<file path="config.mk">
export PLATFORM = sky130hd
export DESIGN_NAME = fifo_uart
export DESIGN_NICKNAME = d
export VERILOG_FILES = /design/src/rtl/fifo_uart_pkg.sv /design/src/rtl/fifo_uart_fifo.sv /design/src/rtl/fifo_uart.sv
export SDC_FILE = /design/constraint.sdc
export NUM_CORES = 1
export LEC_CHECK = 0
export BUFFER_PORTS_ARGS = -buffer_cell sky130_fd_sc_hd__buf_2
export CAP_MARGIN = 40
export CORE_MARGIN = 10
export CORE_UTILIZATION = 43
export CTS_CLUSTER_DIAMETER = 30
export DETAILED_ROUTE_END_ITERATION = 7
export PLACE_DENSITY = 0.62
export SYNTH_ARGS = -nofsm -noshare
export SYNTH_HDL_FRONTEND = slang
export SYNTH_SLANG_ARGS = --single-unit
</file>
<file path="constraint.sdc">
create_clock -name clk -period 4.7 [get_ports clk]
set_input_delay 1.41 -clock clk [delete_from_list [all_inputs] [get_ports clk]]
set_output_delay 1.41 -clock clk [all_outputs]
set_load 0.05 [all_outputs]
</file>
<file path="src/rtl/fifo_uart_pkg.sv">
// fifo_uart_pkg: register map, STATUS bit positions, engine state types and
// shared helpers for the fifo_uart peripheral.
package fifo_uart_pkg;

  // Register select values (mem_addr[3:2])
  localparam logic [1:0] REG_DIV    = 2'd0;
  localparam logic [1:0] REG_DATA   = 2'd1;
  localparam logic [1:0] REG_STATUS = 2'd2;
  localparam logic [1:0] REG_IE     = 2'd3;

  // STATUS bit positions
  localparam int ST_TX_FULL   = 0;
  localparam int ST_TX_EMPTY  = 1;
  localparam int ST_RX_EMPTY  = 2;
  localparam int ST_RX_FULL   = 3;
  localparam int ST_RX_OVR    = 4;
  localparam int ST_TX_OVF    = 5;
  localparam int ST_FRAME_ERR = 6;
  localparam int ST_TX_BUSY   = 7;

  // Value returned by a DATA read while the RX FIFO is empty
  localparam logic [31:0] EMPTY_READ = 32'hFFFF_FFFF;

  typedef enum logic [1:0] {TX_IDLE, TX_START, TX_DATA, TX_STOP} tx_state_t;
  typedef enum logic [1:0] {RX_IDLE, RX_START, RX_DATA, RX_STOP} rx_state_t;

  // Bit period in clocks; divisors below 2 are clamped to 2
  function automatic logic [31:0] bit_period(input logic [31:0] div);
    return (div < 32'd2) ? 32'd2 : div;
  endfunction

endpackage

</file>
<file path="src/rtl/fifo_uart_fifo.sv">
// fifo_uart_fifo: byte-wide synchronous FIFO with first-word fall-through
// read data. A push into a full FIFO is accepted only if a pop happens on
// the same cycle.
module fifo_uart_fifo #(
  parameter int DEPTH = 16
) (
  input  logic                   clk,
  input  logic                   resetn,
  input  logic                   push,
  input  logic                   pop,
  input  logic [7:0]             wdata,
  output logic [7:0]             rdata,
  output logic                   full,
  output logic                   empty,
  output logic [$clog2(DEPTH):0] count
);

  localparam int AW = $clog2(DEPTH);
  localparam logic [AW:0] FULL_CNT = DEPTH[AW:0];

  logic [7:0]    mem [DEPTH];
  logic [AW-1:0] wr_ptr;
  logic [AW-1:0] rd_ptr;
  logic          do_push;
  logic          do_pop;

  assign full    = (count == FULL_CNT);
  assign empty   = (count == '0);
  assign do_pop  = pop && !empty;
  assign do_push = push && (!full || do_pop);
  assign rdata   = mem[rd_ptr];

  // Storage array, written on accepted pushes
  always_ff @(posedge clk) begin
    if (do_push) mem[wr_ptr] <= wdata;
  end

  // Pointers and occupancy; power-of-two depth lets the pointers wrap naturally
  always_ff @(posedge clk or negedge resetn) begin
    if (!resetn) begin
      wr_ptr <= '0;
      rd_ptr <= '0;
      count  <= '0;
    end else begin
      if (do_push) wr_ptr <= wr_ptr + 1'b1;
      if (do_pop)  rd_ptr <= rd_ptr + 1'b1;
      case ({do_push, do_pop})
        2'b10:   count <= count + 1'b1;
        2'b01:   count <= count - 1'b1;
        default: count <= count;
      endcase
    end
  end

endmodule

</file>
<file path="src/rtl/fifo_uart.sv">
// fifo_uart: memory-mapped 8N1 UART with TX/RX FIFOs on the PicoRV32 native
// bus. Define FIFO_UART_IRQ_EN to build the IE register and level interrupt;
// otherwise IE reads 0 and irq is tied low.
//
// TX states          | meaning
//   TX_IDLE          | line high, waiting for a byte in the TX FIFO
//   TX_START         | driving start bit
//   TX_DATA          | driving 8 data bits, LSB first
//   TX_STOP          | driving stop bit; chains straight into the next frame
// RX states          | meaning
//   RX_IDLE          | waiting for a falling edge on the synchronised input
//   RX_START         | waiting half a bit to confirm the start bit
//   RX_DATA          | sampling 8 data bits at mid-bit
//   RX_STOP          | sampling stop bit, then store / flag the byte
module fifo_uart #(
  parameter int          TX_DEPTH  = 16,
  parameter int          RX_DEPTH  = 16,
  parameter logic [31:0] DIV_RESET = 32'd104
) (
  input  logic        clk,
  input  logic        resetn,
  input  logic        mem_valid,
  output logic        mem_ready,
  input  logic [3:0]  mem_addr,
  input  logic [3:0]  mem_wstrb,
  input  logic [31:0] mem_wdata,
  output logic [31:0] mem_rdata,
  output logic        ser_tx,
  input  logic        ser_rx,
  output logic        irq
);
  import fifo_uart_pkg::*;

  logic        req, wr, rd;
  logic [1:0]  reg_sel;
  logic [31:0] div, status, ie_word, rdata_nxt;
  logic        rx_ovr, tx_ovf, frame_err;
  logic        rx_ovr_set, tx_ovf_set, frame_err_set;
  logic [2:0]  w1c;
  logic        tx_push, tx_pop, tx_full, tx_empty;
  logic        rx_push, rx_pop, rx_full, rx_empty;
  logic [7:0]  tx_dout, rx_dout;
  logic [$clog2(TX_DEPTH):0] tx_count_unused;
  logic [$clog2(RX_DEPTH):0] rx_count;
  logic        unused_addr;

  assign req     = mem_valid && !mem_ready;
  assign wr      = req && (mem_wstrb != 4'h0);
  assign rd      = req && (mem_wstrb == 4'h0);
  assign reg_sel = mem_addr[3:2];
  assign unused_addr = ^mem_addr[1:0];

  assign tx_push    = wr && (reg_sel == REG_DATA) && mem_wstrb[0];
  assign tx_ovf_set = tx_push && tx_full && !tx_pop;
  assign rx_pop     = rd && (reg_sel == REG_DATA);
  assign w1c        = (wr && (reg_sel == REG_STATUS) && mem_wstrb[0]) ? mem_wdata[6:4] : 3'b000;

  fifo_uart_fifo #(.DEPTH(TX_DEPTH)) u_tx_fifo (
    .clk(clk), .resetn(resetn), .push(tx_push), .pop(tx_pop), .wdata(mem_wdata[7:0]),
    .rdata(tx_dout), .full(tx_full), .empty(tx_empty), .count(tx_count_unused)
  );

  // ---------------- TX engine ----------------
  tx_state_t   tx_state, tx_state_nxt;
  logic [31:0] tx_cnt, tx_cnt_nxt, tx_period, tx_period_nxt;
  logic [7:0]  tx_shift, tx_shift_nxt;
  logic [2:0]  tx_bit, tx_bit_nxt;
  logic        tx_busy_q, tx_busy;

  // TX next-state: down-counter per bit, reload divisor at each frame start
  always_comb begin
    tx_state_nxt  = tx_state;
    tx_cnt_nxt    = tx_cnt;
    tx_period_nxt = tx_period;
    tx_shift_nxt  = tx_shift;
    tx_bit_nxt    = tx_bit;
    tx_pop        = 1'b0;
    unique case (tx_state)
      TX_IDLE, TX_STOP: begin
        if (tx_state == TX_STOP && tx_cnt != '0) begin
          tx_cnt_nxt = tx_cnt - 1'b1;
        end else if (!tx_empty) begin
          tx_pop        = 1'b1;
          tx_shift_nxt  = tx_dout;
          tx_period_nxt = bit_period(div);
          tx_cnt_nxt    = bit_period(div) - 32'd1;
          tx_state_nxt  = TX_START;
        end else begin
          tx_state_nxt = TX_IDLE;
        end
      end
      TX_START: begin
        if (tx_cnt == '0) begin
          tx_cnt_nxt   = tx_period - 32'd1;
          tx_bit_nxt   = 3'd0;
          tx_state_nxt = TX_DATA;
        end else tx_cnt_nxt = tx_cnt - 1'b1;
      end
      TX_DATA: begin
        if (tx_cnt == '0) begin
          tx_cnt_nxt   = tx_period - 32'd1;
          tx_shift_nxt = {1'b0, tx_shift[7:1]};
          tx_bit_nxt   = tx_bit + 1'b1;
          if (tx_bit == 3'd7) tx_state_nxt = TX_STOP;
        end else tx_cnt_nxt = tx_cnt - 1'b1;
      end
      default: tx_state_nxt = TX_IDLE;
    endcase
  end

  // TX state register; ser_tx is registered from the current state (one-clock lag)
  always_ff @(posedge clk or negedge resetn) begin
    if (!resetn) begin
      tx_state  <= TX_IDLE;
      tx_cnt    <= '0;
      tx_period <= 32'd2;
      tx_shift  <= '0;
      tx_bit    <= '0;
      tx_busy_q <= 1'b0;
      ser_tx    <= 1'b1;
    end else begin
      tx_state  <= tx_state_nxt;
      tx_cnt    <= tx_cnt_nxt;
      tx_period <= tx_period_nxt;
      tx_shift  <= tx_shift_nxt;
      tx_bit    <= tx_bit_nxt;
      tx_busy_q <= (tx_state != TX_IDLE);
      ser_tx    <= (tx_state == TX_START) ? 1'b0 :
                   (tx_state == TX_DATA)  ? tx_shift[0] : 1'b1;
    end
  end

  // busy_q covers the last stop-bit clock that ser_tx still drives after the FSM idles
  assign tx_busy = (tx_state != TX_IDLE) || tx_busy_q;

  // ---------------- RX engine ----------------
  rx_state_t   rx_state, rx_state_nxt;
  logic [31:0] rx_cnt, rx_cnt_nxt, rx_period, rx_period_nxt;
  logic [7:0]  rx_shift, rx_shift_nxt;
  logic [2:0]  rx_bit, rx_bit_nxt;
  logic        rx_s1, rx_s2, rx_s3;

  fifo_uart_fifo #(.DEPTH(RX_DEPTH)) u_rx_fifo (
    .clk(clk), .resetn(resetn), .push(rx_push), .pop(rx_pop), .wdata(rx_shift),
    .rdata(rx_dout), .full(rx_full), .empty(rx_empty), .count(rx_count)
  );

  // RX next-state: edge detect, half-bit start check, mid-bit sampling
  always_comb begin
    rx_state_nxt  = rx_state;
    rx_cnt_nxt    = rx_cnt;
    rx_period_nxt = rx_period;
    rx_shift_nxt  = rx_shift;
    rx_bit_nxt    = rx_bit;
    rx_push       = 1'b0;
    rx_ovr_set    = 1'b0;
    frame_err_set = 1'b0;
    unique case (rx_state)
      RX_IDLE: begin
        if (rx_s3 && !rx_s2) begin
          rx_period_nxt = bit_period(div);
          rx_cnt_nxt    = (bit_period(div) >> 1) - 32'd1;
          rx_state_nxt  = RX_START;
        end
      end
      RX_START: begin
        if (rx_cnt == '0) begin
          rx_cnt_nxt   = rx_period - 32'd1;
          rx_bit_nxt   = 3'd0;
          rx_state_nxt = rx_s2 ? RX_IDLE : RX_DATA;
        end else rx_cnt_nxt = rx_cnt - 1'b1;
      end
      RX_DATA: begin
        if (rx_cnt == '0) begin
          rx_cnt_nxt   = rx_period - 32'd1;
          rx_shift_nxt = {rx_s2, rx_shift[7:1]};
          rx_bit_nxt   = rx_bit + 1'b1;
          if (rx_bit == 3'd7) rx_state_nxt = RX_STOP;
        end else rx_cnt_nxt = rx_cnt - 1'b1;
      end
      RX_STOP: begin
        if (rx_cnt == '0) begin
          rx_state_nxt = RX_IDLE;
          if (!rx_s2)       frame_err_set = 1'b1;
          else if (rx_full) rx_ovr_set    = 1'b1;
          else              rx_push       = 1'b1;
        end else rx_cnt_nxt = rx_cnt - 1'b1;
      end
      default: rx_state_nxt = RX_IDLE;
    endcase
  end

  // RX state register and input synchroniser (s3 holds the previous sample for edge detect)
  always_ff @(posedge clk or negedge resetn) begin
    if (!resetn) begin
      rx_state  <= RX_IDLE;
      rx_cnt    <= '0;
      rx_period <= 32'd2;
      rx_shift  <= '0;
      rx_bit    <= '0;
      rx_s1     <= 1'b1;
      rx_s2     <= 1'b1;
      rx_s3     <= 1'b1;
    end else begin
      rx_state  <= rx_state_nxt;
      rx_cnt    <= rx_cnt_nxt;
      rx_period <= rx_period_nxt;
      rx_shift  <= rx_shift_nxt;
      rx_bit    <= rx_bit_nxt;
      rx_s1     <= ser_rx;
      rx_s2     <= rx_s1;
      rx_s3     <= rx_s2;
    end
  end

  // ---------------- Registers and bus ----------------
  // STATUS word assembly
  always_comb begin
    status               = '0;
    status[ST_TX_FULL]   = tx_full;
    status[ST_TX_EMPTY]  = tx_empty;
    status[ST_RX_EMPTY]  = rx_empty;
    status[ST_RX_FULL]   = rx_full;
    status[ST_RX_OVR]    = rx_ovr;
    status[ST_TX_OVF]    = tx_ovf;
    status[ST_FRAME_ERR] = frame_err;
    status[ST_TX_BUSY]   = tx_busy;
    status[15:8]         = 8'(rx_count);
  end

`ifdef FIFO_UART_IRQ_EN
  logic [2:0] ie;
  logic       irq_q;
  assign ie_word = {29'b0, ie};
  assign irq     = irq_q;

  // IE register and registered interrupt level
  always_ff @(posedge clk or negedge resetn) begin
    if (!resetn) begin
      ie    <= '0;
      irq_q <= 1'b0;
    end else begin
      if (wr && (reg_sel == REG_IE) && mem_wstrb[0]) ie <= mem_wdata[2:0];
      irq_q <= (ie[0] && !rx_empty) || (ie[1] && tx_empty) ||
               (ie[2] && (rx_ovr || tx_ovf || frame_err));
    end
  end
`else
  assign ie_word = '0;
  assign irq     = 1'b0;
`endif

  // Read data mux, sampled into mem_rdata on the handshake edge
  always_comb begin
    rdata_nxt = '0;
    case (reg_sel)
      REG_DIV:    rdata_nxt = div;
      REG_DATA:   rdata_nxt = rx_empty ? EMPTY_READ : {24'h0, rx_dout};
      REG_STATUS: rdata_nxt = status;
      default:    rdata_nxt = ie_word;
    endcase
  end

  // Bus handshake, DIV writes and sticky flags (hardware set beats W1C)
  always_ff @(posedge clk or negedge resetn) begin
    if (!resetn) begin
      mem_ready <= 1'b0;
      mem_rdata <= '0;
      div       <= DIV_RESET;
      rx_ovr    <= 1'b0;
      tx_ovf    <= 1'b0;
      frame_err <= 1'b0;
    end else begin
      mem_ready <= req;
      if (req) mem_rdata <= rd ? rdata_nxt : 32'h0;
      if (wr && (reg_sel == REG_DIV)) begin
        for (int b = 0; b < 4; b++)
          if (mem_wstrb[b]) div[8*b +: 8] <= mem_wdata[8*b +: 8];
      end
      rx_ovr    <= (rx_ovr    && !w1c[0]) || rx_ovr_set;
      tx_ovf    <= (tx_ovf    && !w1c[1]) || tx_ovf_set;
      frame_err <= (frame_err && !w1c[2]) || frame_err_set;
    end
  end

endmodule
</file>
==> results of run 1 <==
## critical path: cells and delay by family, from the launching register on
kind / cells / cell delay (ns)
xor gates and xnor gates: 1 / 0.31
and+or+nand+nor: 7 / 2.35
adders and majority gates: 1 / 0.26
DFF: 1 / 0.65
AOI/OAI and AO/OA: 2 / 0.56
## through the flow
step | setup WS [ns] | instances | hold WS (ns) | power (µW)
6_report | 0.443 | 3126 | 0.360 | 19800
3_3_place_gp | 0.522 | 2928 | 0.347 | 12400
5_1_grt | 0.0666 | 3126 | 0.364 | 20900
2_1_floorplan | 0.625 | 2138 | 0.345 | 10700
3_5_place_dp | 0.448 | 2934 | 0.355 | 12700
4_1_cts | 0.439 | 3126 | 0.362 | 19900
## synthesized netlist by cell type (18+ instances only)
cell / n
sky130_fd_sc_hd__nand2_1: 261
sky130_fd_sc_hd__o21ai_0: 143
sky130_fd_sc_hd__ha_1: 38
sky130_fd_sc_hd__nor2_1: 108
sky130_fd_sc_hd__xor2_1: 75
sky130_fd_sc_hd__clkbuf_1: 110
sky130_fd_sc_hd__xnor2_1: 92
sky130_fd_sc_hd__nand4_1: 22
sky130_fd_sc_hd__mux4_2: 80
sky130_fd_sc_hd__nor3_1: 71
sky130_fd_sc_hd__o211ai_1: 18
sky130_fd_sc_hd__inv_1: 48
sky130_fd_sc_hd__mux2_2: 67
sky130_fd_sc_hd__mux2i_1: 21
sky130_fd_sc_hd__edfxtp_1: 256
sky130_fd_sc_hd__dfrtp_1: 244
sky130_fd_sc_hd__nor4_1: 54
sky130_fd_sc_hd__a21oi_1: 88
sky130_fd_sc_hd__or4_1: 23
sky130_fd_sc_hd__or3_1: 25
sky130_fd_sc_hd__a22o_1: 19
sky130_fd_sc_hd__nand3_1: 32
## cell families after synthesis
group	after synthesis	synth area share
AO/OA/AOI/OAI	391	0.0966
XOR/XNOR	167	0.0579
adder cells (fa/ha/maj)	40	0.0204
buffers and inverters	189	0.0293
flip-flops	509	0.556
multiplexers	168	0.110
other	1	0.000149
AND/OR/NAND/NOR	673	0.130
## worst paths after layout
check / from / to / slack (ns) / cells past startpoint
setup / recovery: div[5]$_DFFE_PN1P_ / tx_cnt[19]$_DFFE_PN0P_ / 0.44 / 11
hold / removal: rx_s1$_DFF_PN1_ / rx_s2$_DFF_PN1_ / 0.36 / 0
setup reg to reg: div[5]$_DFFE_PN1P_ / tx_cnt[19]$_DFFE_PN0P_ / 0.44 / 11
hold reg to reg: rx_s1$_DFF_PN1_ / rx_s2$_DFF_PN1_ / 0.36 / 0
max in group asynchronous: resetn / u_tx_fifo.count[2]$_DFFE_PN0P_ / 2.77 / 2
min in group asynchronous: resetn / rx_period[31]$_DFFE_PN0P_ / 0.76 / 1
## registers in the layout, indices dropped and copies added, names as in the netlist, 2 cells and up, named ones only
name and cells:
u_tx_fifo.wr_ptr 4, u_rx_fifo.mem 128, rx_bit 3, tx_bit 3, u_rx_fifo.wr_ptr 4, rx_period 32
rx_shift 8, div 32, tx_period 32, tx_cnt 32, u_tx_fifo.count 5, u_rx_fifo.count 5
u_tx_fifo.rd_ptr 4, u_tx_fifo.mem 128, tx_shift 8, tx_state 2, rx_cnt 32, mem_rdata 32
u_rx_fifo.rd_ptr 4
## final cells by class
class	instances	area [µm²]
fill	4891	27700
sequential	509	14000
inverter	51	191
timing repair buffer	169	1120
clock buffer	132	2760
clock inverter	60	726
multi-input combinational	1440	10500
tap	765	957
## power breakdown
group | switching (µW) | internal [µW] | total (µW)
logic | 3670 | 2560 | 6230
registers | 955 | 5470 | 6430
clock network | 2450 | 4700 | 7150
## routing by layer
layer,up-vias,wire length (µm)
met3,166,5050
met2,659,33000
li1,8226,-
met4,14,2480
met5,-,83
met1,9149,29600
==> impl_metrics.xml, run 1 <==
<?xml version="1.0" encoding="UTF-8"?>
<metrics>
  <group name="cts">
    <metric name="holdBufCountCts" unit="">0</metric>
    <metric name="clock_tree.htree_level_count" unit="">3</metric>
    <metric name="cts-buffers-inserted" unit="">102</metric>
    <metric name="cts_buffer_depth" unit="">3</metric>
    <metric name="cts_resized" unit="">0</metric>
    <metric name="worst_skew_pair_latency" unit="ns">0.66</metric>
    <metric name="clkSinkCount" unit="">509</metric>
    <metric name="worst_setup_hold_path_clk_slew" unit="ns">0.05</metric>
    <metric name="postCtsSetupRepairBufs" unit="">0</metric>
    <metric name="tritoncts" unit="">built</metric>
    <metric name="ctsRootBufferMaster" unit="">sky130_fd_sc_hd__clkbuf_16</metric>
  </group>
  <group name="cells_and_area">
    <metric name="most-common-layout-cells" unit="">sky130_fd_sc_hd__nand2_1 (261), sky130_fd_sc_hd__edfxtp_1 (256), sky130_fd_sc_hd__dfrtp_1 (242), sky130_fd_sc_hd__o21ai_0 (142), sky130_fd_sc_hd__nor2_1 (108)</metric>
    <metric name="mostFrequentLayoutCell" unit="">sky130_fd_sc_hd__nand2_1</metric>
    <metric name="post_route_cells_drive_above_1_share" unit="">0.217</metric>
    <metric name="final_core_utilization" unit="">0.522</metric>
    <metric name="layout.nets" unit="">2357</metric>
    <metric name="final_cell_area" unit="mm²">0.0303</metric>
    <metric name="antenna_cells" unit="">0</metric>
    <metric name="areaGrowthSynthToFinish" unit="%">19.9</metric>
  </group>
  <group name="worst_setup_path">
    <metric name="timing.critical_path.to_type" unit="">register</metric>
    <metric name="arr_time_crit_path" unit="ns">4.78</metric>
    <metric name="cp_max_fo" unit="">10</metric>
    <metric name="cp_slowest_cell" unit="">sky130_fd_sc_hd__dfstp_2</metric>
    <metric name="worst-endpoint-required" unit="ns">5.22</metric>
    <metric name="max_stage_delay" unit="ns">0.65</metric>
    <metric name="category_of_the_worst_setup_path_launch_point" unit="">register</metric>
    <metric name="worst-setup-path-type" unit="">register to register</metric>
    <metric name="cp_cell_sequence" unit="">nor2_1 &gt; and3_1 &gt; a31oi_1 &gt; ha_1 &gt; or4b_1 &gt; nor4_1 &gt; nor3b_1 &gt; nand2_1 &gt; xor2_1 &gt; nand4_1 &gt; a32o_1</metric>
  </group>
  <group name="placement">
    <metric name="finalWeightedCongestion" unit="">0.868</metric>
    <metric name="port_buffers" unit="">75</metric>
    <metric name="dpl_cell_area" unit="mm²">0.0268</metric>
    <metric name="place.detailed.hpwl" unit="µm">48300</metric>
  </group>
  <group name="global_routing">
    <metric name="global_route.usage.met1" unit="">0.260</metric>
    <metric name="grt.met3_usage" unit="">0.0484</metric>
    <metric name="first_pass_grt_wire_length" unit="µm">110000</metric>
    <metric name="grt_start_max_net_pins" unit="">85</metric>
    <metric name="top_usage_layer" unit="">met2</metric>
    <metric name="grt_overflow_total" unit="">0</metric>
    <metric name="grt.met2_usage" unit="">0.318</metric>
    <metric name="grt_pass1_vias" unit="">18600</metric>
    <metric name="grt_util_all_layers" unit="">0.201</metric>
    <metric name="grt_antenna_before_repair" unit="">8</metric>
  </group>
  <group name="drt">
    <metric name="detail_route.wl_per_cell" unit="µm">22.5</metric>
    <metric name="routed_wl" unit="µm">70200</metric>
    <metric name="detail_route.drc_violations" unit="">0</metric>
    <metric name="firstDrtPassIters" unit="">7</metric>
    <metric name="vias" unit="">18200</metric>
    <metric name="detail_route.vias_per_cell" unit="">5.83</metric>
    <metric name="ant_nets" unit="">0</metric>
    <metric name="drt_first_iter_violations" unit="">1450</metric>
  </group>
  <group name="sta">
    <metric name="finalSetupTns" unit="ns">0</metric>
    <metric name="worst-slew-pin-transition" unit="ns">0.848</metric>
    <metric name="fmax" unit="GHz">0.235</metric>
    <metric name="clock_skew" unit="ns">0.0318</metric>
    <metric name="drv_slew" unit="">0</metric>
    <metric name="setup_viol_count_final" unit="">0</metric>
    <metric name="worst_slew_margin_rel" unit="">0.432</metric>
    <metric name="period_share" unit="">0.906</metric>
    <metric name="grt_setup_unrepaired" unit="">false</metric>
    <metric name="hold_fails_final_rpt" unit="">0</metric>
    <metric name="timing.final.crit_period" unit="ns">4.26</metric>
  </group>
  <group name="synth">
    <metric name="syn_area" unit="mm²">0.0252</metric>
    <metric name="postSynthAreaPerCell" unit="µm²">11.8</metric>
    <metric name="postSynthCellCount" unit="">2138</metric>
    <metric name="synthesis.nets" unit="">2222</metric>
    <metric name="count_of_flip_flops_with_a_built_in_enable_after_synthesis" unit="">256</metric>
    <metric name="synth_top_cell_by_area" unit="">sky130_fd_sc_hd__edfxtp_1</metric>
    <metric name="number_of_register_bits_inferred_by_synthesis" unit="">509</metric>
    <metric name="netlist_top_cells_area" unit="">sky130_fd_sc_hd__edfxtp_1 (30%), sky130_fd_sc_hd__dfrtp_1 (24%), sky130_fd_sc_hd__mux4_2 (7.1%)</metric>
    <metric name="synth-async-reset-ratio" unit="">0.497</metric>
    <metric name="yosys_warnings" unit="">0</metric>
    <metric name="synth_flop_cell" unit="">sky130_fd_sc_hd__edfxtp_1</metric>
    <metric name="netlist-cell-type-count" unit="">80</metric>
    <metric name="synth.top_cell.area_share" unit="">0.305</metric>
    <metric name="synth_seq_area_share" unit="">0.556</metric>
  </group>
  <group name="floorplan">
    <metric name="die_x" unit="µm">262</metric>
    <metric name="num_io_pins" unit="">79</metric>
    <metric name="die_area" unit="mm²">0.0688</metric>
    <metric name="std_cell_rows" unit="">88</metric>
    <metric name="initial_core_util" unit="">0.436</metric>
    <metric name="core_area" unit="mm²">0.0579</metric>
    <metric name="die_h" unit="µm">262</metric>
  </group>
  <group name="power">
    <metric name="powerDensity" unit="mW/mm²">655</metric>
    <metric name="ir_worst_vdd" unit="mV">0.392</metric>
    <metric name="p_leak" unit="µW">0.0117</metric>
  </group>
  <group name="hold_path">
    <metric name="holdCritPathClass" unit="">register to register</metric>
  </group>
  <group name="flow_run">
    <metric name="maxCapViolations" unit="">0</metric>
  </group>
  <group name="outcome">
    <metric name="outcome" unit="">completed</metric>
  </group>
</metrics>
Note: power is estimated with default switching activity, not from simulation.
==> run 2, diff against run 1 <==
==> constraint.sdc (replaced) <==
create_clock -name clk -period 4.7 [get_ports clk]
set_input_delay 0.705 -clock clk [delete_from_list [all_inputs] [get_ports clk]]
set_output_delay 0.705 -clock clk [all_outputs]
set_load 0.05 [all_outputs]
==> impl_metrics.xml, run 2 (synthesis results as in run 1) <==
<?xml version="1.0" encoding="UTF-8"?>
<metrics>
  <group name="worst_setup_path">
    <metric name="critical_path.top_delay_family" unit="">simple AND/OR/NAND/NOR gates</metric>
    <metric name="cp_cell_sequence" unit="">nor2_1 &gt; and3_1 &gt; a31oi_1 &gt; ha_1 &gt; or4b_1 &gt; nor4_1 &gt; buf_4 &gt; nor3b_1 &gt; nand2_1 &gt; xor2_1 &gt; nand4_1 &gt; a32o_1</metric>
    <metric name="setup.reg_to_reg.worst_slack" unit="ns">0.55</metric>
    <metric name="cp_max_fo" unit="">12</metric>
    <metric name="worst-endpoint-required" unit="ns">5.19</metric>
    <metric name="arr_time_crit_path" unit="ns">4.63</metric>
    <metric name="worst-setup-path-type" unit="">register to register</metric>
    <metric name="cp_slowest_cell" unit="">sky130_fd_sc_hd__dfrtp_1</metric>
    <metric name="timing.critical_path.to_type" unit="">register</metric>
    <metric name="category_of_the_worst_setup_path_launch_point" unit="">register</metric>
    <metric name="max_stage_delay" unit="ns">0.64</metric>
    <metric name="critPathBufInv" unit="">1</metric>
  </group>
  <group name="drt">
    <metric name="ant_nets" unit="">0</metric>
    <metric name="firstDrtPassIters" unit="">5</metric>
    <metric name="drt_first_iter_violations" unit="">1623</metric>
    <metric name="vias" unit="">18300</metric>
    <metric name="detail_route.vias_per_cell" unit="">5.85</metric>
    <metric name="detail_route.drc_violations" unit="">0</metric>
    <metric name="met1Wirelength" unit="µm">29700</metric>
    <metric name="detail_route.wl_per_cell" unit="µm">22.7</metric>
    <metric name="detailroute.wirelength.met3" unit="µm">5440</metric>
    <metric name="routed_wl" unit="µm">71100</metric>
    <metric name="wl_met2" unit="µm">33700</metric>
    <metric name="highest-signal-layer" unit="">met5</metric>
  </group>
  <group name="cells_and_area">
    <metric name="top_regs" unit="">u_rx_fifo.mem (128), u_tx_fifo.mem (128)</metric>
    <metric name="layout.nets" unit="">2353</metric>
    <metric name="seq_area" unit="mm²">0.0140</metric>
    <metric name="antenna_cells" unit="">0</metric>
    <metric name="areaGrowthSynthToFinish" unit="%">21.0</metric>
    <metric name="mostFrequentLayoutCell" unit="">sky130_fd_sc_hd__nand2_1</metric>
    <metric name="multi_input_gate_area_in_the_final_layout" unit="mm²">0.0105</metric>
    <metric name="most-common-layout-cells" unit="">sky130_fd_sc_hd__nand2_1 (261), sky130_fd_sc_hd__edfxtp_1 (256), sky130_fd_sc_hd__dfrtp_1 (242), sky130_fd_sc_hd__o21ai_0 (142), sky130_fd_sc_hd__clkbuf_16 (112)</metric>
    <metric name="post_route_cells_drive_above_1_share" unit="">0.222</metric>
    <metric name="fill_cells" unit="">4915</metric>
  </group>
  <group name="sta">
    <metric name="worst_slew_margin_rel" unit="">0.299</metric>
    <metric name="hold_fails_final_rpt" unit="">0</metric>
    <metric name="period_share" unit="">0.882</metric>
    <metric name="worst-slew-pin-transition" unit="ns">1.05</metric>
    <metric name="grt_setup_unrepaired" unit="">false</metric>
    <metric name="drv_slew" unit="">0</metric>
    <metric name="post-route-worst-setup-slack" unit="ns">0.555</metric>
    <metric name="clock_skew" unit="ns">0.0630</metric>
    <metric name="fmax" unit="GHz">0.241</metric>
    <metric name="timing.final.crit_period" unit="ns">4.15</metric>
    <metric name="setup_viol_count_final" unit="">0</metric>
    <metric name="finalSetupTns" unit="ns">0</metric>
  </group>
  <group name="power">
    <metric name="seq_power_share" unit="">0.319</metric>
    <metric name="switching_share" unit="">0.356</metric>
    <metric name="power.share.combinational" unit="">0.301</metric>
    <metric name="p_leak" unit="µW">0.0118</metric>
    <metric name="internal_power" unit="µW">13200</metric>
    <metric name="ir_worst_vdd" unit="mV">0.337</metric>
    <metric name="powerDensity" unit="mW/mm²">670</metric>
    <metric name="netSwitchingPower" unit="µW">7290</metric>
    <metric name="clockPowerShare" unit="">0.380</metric>
  </group>
  <group name="floorplan">
    <metric name="core_area" unit="mm²">0.0579</metric>
    <metric name="die_h" unit="µm">262</metric>
    <metric name="initial_core_util" unit="">0.436</metric>
    <metric name="die_area" unit="mm²">0.0688</metric>
    <metric name="die_x" unit="µm">262</metric>
    <metric name="std_cell_rows" unit="">88</metric>
    <metric name="num_io_pins" unit="">79</metric>
  </group>
  <group name="flow_run">
    <metric name="maxCapViolations" unit="">0</metric>
  </group>
  <group name="cts">
    <metric name="postCtsSetupRepairBufs" unit="">0</metric>
    <metric name="cts_buffer_depth" unit="">3</metric>
    <metric name="cts_resized" unit="">0</metric>
    <metric name="cts-buffers-inserted" unit="">107</metric>
    <metric name="holdBufCountCts" unit="">0</metric>
    <metric name="worst_skew_pair_latency" unit="ns">0.66</metric>
    <metric name="tritoncts" unit="">built</metric>
    <metric name="clkSinkCount" unit="">509</metric>
    <metric name="worst_setup_hold_path_clk_slew" unit="ns">0.05</metric>
    <metric name="ctsRootBufferMaster" unit="">sky130_fd_sc_hd__clkbuf_16</metric>
    <metric name="clock_tree.htree_level_count" unit="">3</metric>
  </group>
  <group name="global_routing">
    <metric name="grt_antenna_before_repair" unit="">8</metric>
    <metric name="first_pass_grt_wire_length" unit="µm">111000</metric>
    <metric name="grt_overflow_total" unit="">0</metric>
    <metric name="grt_pass1_vias" unit="">18500</metric>
    <metric name="grt_start_max_net_pins" unit="">126</metric>
    <metric name="grt_util_all_layers" unit="">0.202</metric>
  </group>
  <group name="placement">
    <metric name="finalWeightedCongestion" unit="">0.915</metric>
    <metric name="port_buffers" unit="">75</metric>
    <metric name="pre_cts_ws" unit="ns">0.639</metric>
    <metric name="place.detailed.hpwl" unit="µm">48300</metric>
  </group>
  <group name="hold_path">
    <metric name="holdCritPathClass" unit="">primary input to asynchronous set/reset pin</metric>
  </group>
  <group name="outcome">
    <metric name="outcome" unit="">completed</metric>
  </group>
</metrics>
[run 2: changes by cell type in the layout (fill, tap and decap cells not counted), sizes merged]
cell | previous run | this run
inv | 53 | 71
clkinvlp | 7 | 12
clkinv | 41 | 23
buf | 169 | 160
clkbuf | 132 | 136
[run 2: cell type report]
cell class | instances | area share
Timing Repair Buffer | 160 | 0.0351
Sequential cell | 509 | 0.459
Clock buffer | 136 | 0.0983
Tap cell | 765 | 0.0313
Multi-Input combinational cell | 1440 | 0.343
Clock inverter | 65 | 0.0267
Inverter | 51 | 0.00627
[run 2: path summary, 6_finish.rpt]
check                              startpoint                   endpoint  cells past startpoint
hold / removal                         resetn  mem_rdata[16]$_DFFE_PN0P_                      1
min in group clk                       ser_rx            rx_s1$_DFF_PN1_                      1
setup reg to reg           div[4]$_DFFE_PN0P_     tx_cnt[19]$_DFFE_PN0P_                     12
hold reg to reg               rx_s1$_DFF_PN1_            rx_s2$_DFF_PN1_                      0
setup / recovery           div[4]$_DFFE_PN0P_     tx_cnt[19]$_DFFE_PN0P_                     12
max in group asynchronous              resetn         div[6]$_DFFE_PN1P_                      2
[run 2: per-layer routing]
layer | vias up | GRT usage
met2 | 643 | 0.323
met4 | 16 | 0.0729
met3 | 167 | 0.0476
met1 | 9215 | 0.264
li1 | 8235 | -
met5 | - | 0
[run 2: power by group through the flow]
stage	Combinational [µW]	Sequential [µW]	Clock, µW
after floorplan	4570	6130	0
after global placement	5930	6540	0
after detailed placement	6090	6570	0
after CTS	6130	6510	7860
after global routing	6730	6660	8120
final	6160	6530	7760
[run 2: per-stage QoR]
stage                     std cells  hold WS (ns)  area, µm²  total power [µW]  utilization
after floorplan                2138         0.345      25200             10700            -
after global placement         2918         0.347      26700             12500        0.460
after detailed placement       2925         0.353      26700             12700        0.462
after CTS                      3126         0.105      30500             20500        0.527
after global routing           3126         0.120      30500             21500        0.527
final                          3126         0.134      30500             20500        0.527
==> run 3, diff against run 2 <==
--- a/config.mk
+++ b/config.mk
@@ -5,13 +5,12 @@
 export SDC_FILE = /design/constraint.sdc
 export NUM_CORES = 1
 export LEC_CHECK = 0
-export BUFFER_PORTS_ARGS = -buffer_cell sky130_fd_sc_hd__buf_2
 export CAP_MARGIN = 40
 export CORE_MARGIN = 10
 export CORE_UTILIZATION = 43
 export CTS_CLUSTER_DIAMETER = 30
 export DETAILED_ROUTE_END_ITERATION = 7
-export PLACE_DENSITY = 0.62
+export DONT_BUFFER_PORTS = 1
 export SYNTH_ARGS = -nofsm -noshare
 export SYNTH_HDL_FRONTEND = slang
 export SYNTH_SLANG_ARGS = --single-unit
==> impl_metrics.xml, run 3 (synthesis results as in run 1) <==
<?xml version="1.0" encoding="UTF-8"?>
<metrics>
  <group name="worst_setup_path">
    <metric name="worst-setup-path-type" unit="">register to register</metric>
    <metric name="arr_time_crit_path" unit="ns">4.71</metric>
    <metric name="max_stage_delay" unit="ns">0.69</metric>
    <metric name="cp_max_fo" unit="">8</metric>
    <metric name="cp_slowest_cell" unit="">sky130_fd_sc_hd__or4_1</metric>
    <metric name="cp_cell_sequence" unit="">or4_1 &gt; nor3_1 &gt; buf_4 &gt; a41oi_1 &gt; clkinv_1 &gt; ha_1 &gt; or3b_2 &gt; nor3_1 &gt; nand2_1 &gt; xnor2_1 &gt; a21oi_1 &gt; a21oi_1 &gt; a21o_1</metric>
    <metric name="timing.critical_path.to_type" unit="">register</metric>
    <metric name="worst-endpoint-required" unit="ns">5.21</metric>
    <metric name="category_of_the_worst_setup_path_launch_point" unit="">register</metric>
  </group>
  <group name="placement">
    <metric name="finalWeightedCongestion" unit="">0.895</metric>
    <metric name="placedCellCount" unit="">2854</metric>
    <metric name="port_buffers" unit="">0</metric>
    <metric name="place.detailed.hpwl" unit="µm">47600</metric>
  </group>
  <group name="cts">
    <metric name="cts_buffer_depth" unit="">3</metric>
    <metric name="postCtsSetupRepairBufs" unit="">0</metric>
    <metric name="cts_resized" unit="">0</metric>
    <metric name="worst_skew_pair_latency" unit="ns">0.67</metric>
    <metric name="worst_setup_hold_path_clk_slew" unit="ns">0.05</metric>
    <metric name="cts-buffers-inserted" unit="">110</metric>
    <metric name="tritoncts" unit="">built</metric>
    <metric name="ctsRootBufferMaster" unit="">sky130_fd_sc_hd__clkbuf_16</metric>
    <metric name="clock_tree.htree_level_count" unit="">3</metric>
    <metric name="clkSinkCount" unit="">509</metric>
  </group>
  <group name="cells_and_area">
    <metric name="top_regs" unit="">u_rx_fifo.mem (128), u_tx_fifo.mem (128)</metric>
    <metric name="mostFrequentLayoutCell" unit="">sky130_fd_sc_hd__nand2_1</metric>
    <metric name="post_route_cells_drive_above_1_share" unit="">0.201</metric>
    <metric name="most-common-layout-cells" unit="">sky130_fd_sc_hd__nand2_1 (261), sky130_fd_sc_hd__edfxtp_1 (256), sky130_fd_sc_hd__dfrtp_1 (241), sky130_fd_sc_hd__o21ai_0 (142), sky130_fd_sc_hd__clkbuf_16 (113)</metric>
    <metric name="fin_cells" unit="">3066</metric>
    <metric name="layout.nets" unit="">2285</metric>
    <metric name="areaGrowthSynthToFinish" unit="%">20.3</metric>
    <metric name="fill_cells" unit="">4953</metric>
  </group>
  <group name="global_routing">
    <metric name="grt_antenna_before_repair" unit="">8</metric>
    <metric name="grt_util_all_layers" unit="">0.201</metric>
    <metric name="grt_overflow_total" unit="">0</metric>
    <metric name="grt_pass1_vias" unit="">18100</metric>
    <metric name="grt_start_max_net_pins" unit="">254</metric>
    <metric name="first_pass_grt_wire_length" unit="µm">109000</metric>
  </group>
  <group name="floorplan">
    <metric name="initial_core_util" unit="">0.436</metric>
    <metric name="die_h" unit="µm">262</metric>
    <metric name="std_cell_rows" unit="">88</metric>
    <metric name="num_io_pins" unit="">79</metric>
    <metric name="core_area" unit="mm²">0.0579</metric>
    <metric name="die_area" unit="mm²">0.0688</metric>
    <metric name="die_x" unit="µm">262</metric>
  </group>
  <group name="sta">
    <metric name="setup_viol_count_final" unit="">0</metric>
    <metric name="clock_skew" unit="ns">0.0577</metric>
    <metric name="drv_slew" unit="">0</metric>
    <metric name="finalHoldWorstSlack" unit="ns">-0.230</metric>
    <metric name="worst-slew-pin-transition" unit="ns">0.862</metric>
    <metric name="worst_slew_margin_rel" unit="">0.423</metric>
    <metric name="grt_setup_unrepaired" unit="">false</metric>
    <metric name="hold_fails_final_rpt" unit="">247</metric>
    <metric name="timing.final.crit_period" unit="ns">4.21</metric>
    <metric name="fmax" unit="GHz">0.238</metric>
    <metric name="finalSetupTns" unit="ns">0</metric>
    <metric name="period_share" unit="">0.895</metric>
  </group>
  <group name="flow_run">
    <metric name="maxCapViolations" unit="">0</metric>
  </group>
  <group name="power">
    <metric name="p_leak" unit="µW">0.0116</metric>
    <metric name="ir_worst_vdd" unit="mV">0.386</metric>
    <metric name="powerDensity" unit="mW/mm²">679</metric>
  </group>
  <group name="drt">
    <metric name="detail_route.drc_violations" unit="">0</metric>
    <metric name="detail_route.wl_per_cell" unit="µm">23.0</metric>
    <metric name="routed_wl" unit="µm">70600</metric>
    <metric name="firstDrtPassIters" unit="">5</metric>
    <metric name="drt_first_iter_violations" unit="">1489</metric>
    <metric name="detail_route.vias_per_cell" unit="">5.84</metric>
    <metric name="ant_nets" unit="">0</metric>
    <metric name="vias" unit="">17900</metric>
  </group>
  <group name="hold_path">
    <metric name="holdCritPathClass" unit="">primary input to asynchronous set/reset pin</metric>
  </group>
  <group name="outcome">
    <metric name="outcome" unit="">finished, violations left</metric>
    <metric name="violations" unit="">hold timing</metric>
  </group>
</metrics>
==> run 3: changes by cell type in the layout (fill, tap and decap cells not counted), sizes merged <==
| cell | change |
|---|---|
| clkinv | +16 |
| inv | -18 |
| diode | +3 |
| clkinvlp | +5 |
| bufinv | +5 |
| buf | -71 |
==> run 3: routing by layer <==
metal  vias up  wire length, µm  track usage
met5         -               65            0
met3       124             5340       0.0523
met4        10             1930       0.0770
met2       599            33100        0.315
li1       8093                -            -
met1      9068            30200        0.264
==> run 3: stage by stage <==
step / utilization / area, µm² / power [µW] / worst slack, ns / hold WS, ns
after floorplan: - / 25200 / 10700 / 0.658 / 0.345
after detailed placement: 0.456 / 26400 / 12600 / 0.639 / 0.347
final: 0.525 / 30400 / 20600 / 0.493 / -0.230
after global placement: 0.454 / 26300 / 12400 / 0.680 / 0.347
after global routing: 0.524 / 30400 / 21700 / 0.227 / -0.271
after CTS: 0.524 / 30400 / 20700 / 0.583 / -0.286
==> run 3: critical path, delay by kind of cell (launching register included) <==
| kind | cells | cell delay, ns |
|---|---|---|
| simple gates | 5 | 2.23 |
| buf+inv | 2 | 0.33 |
| flops | 1 | 0.49 |
| xor+xnor | 1 | 0.15 |
| compound gates | 4 | 0.66 |
| fa+ha+maj | 1 | 0.18 |
==> run 3: path summary, 6_finish.rpt <==
path,startpoint,to,slack (ns),cells past startpoint
max,div[13]$_DFFE_PN0P_,tx_cnt[8]$_DFFE_PN0P_,0.49,13
min,resetn,rx_shift[5]$_DFFE_PN0P_,-0.23,0
max reg2reg,div[13]$_DFFE_PN0P_,tx_cnt[8]$_DFFE_PN0P_,0.49,13
min reg2reg,rx_s1$_DFF_PN1_,rx_s2$_DFF_PN1_,0.35,0
max in group asynchronous,resetn,u_rx_fifo.rd_ptr[1]$_DFFE_PN0P_,4.33,0
min in group clk,ser_rx,rx_s1$_DFF_PN1_,0.03,0
==> run 3: where the power goes <==
group          total [µW]  switching [µW]  internal, µW
clock                8040            2600          5440
combinational        6090            3520          2570
sequential           6500            1030          5470
total               20600            7160         13500
==> run 3: area by class of cell <==
cell class | count | area (µm²) | share of cell area
inverter | 51 | 191 | 0.00630
tap | 765 | 957 | 0.0315
sequential | 509 | 14000 | 0.462
multi-input combinational | 1440 | 10500 | 0.345
timing repair buffer | 89 | 722 | 0.0238
antenna | 3 | 7.51 | 0.000247
clock buffer | 136 | 3040 | 0.100
clock inverter | 73 | 945 | 0.0311
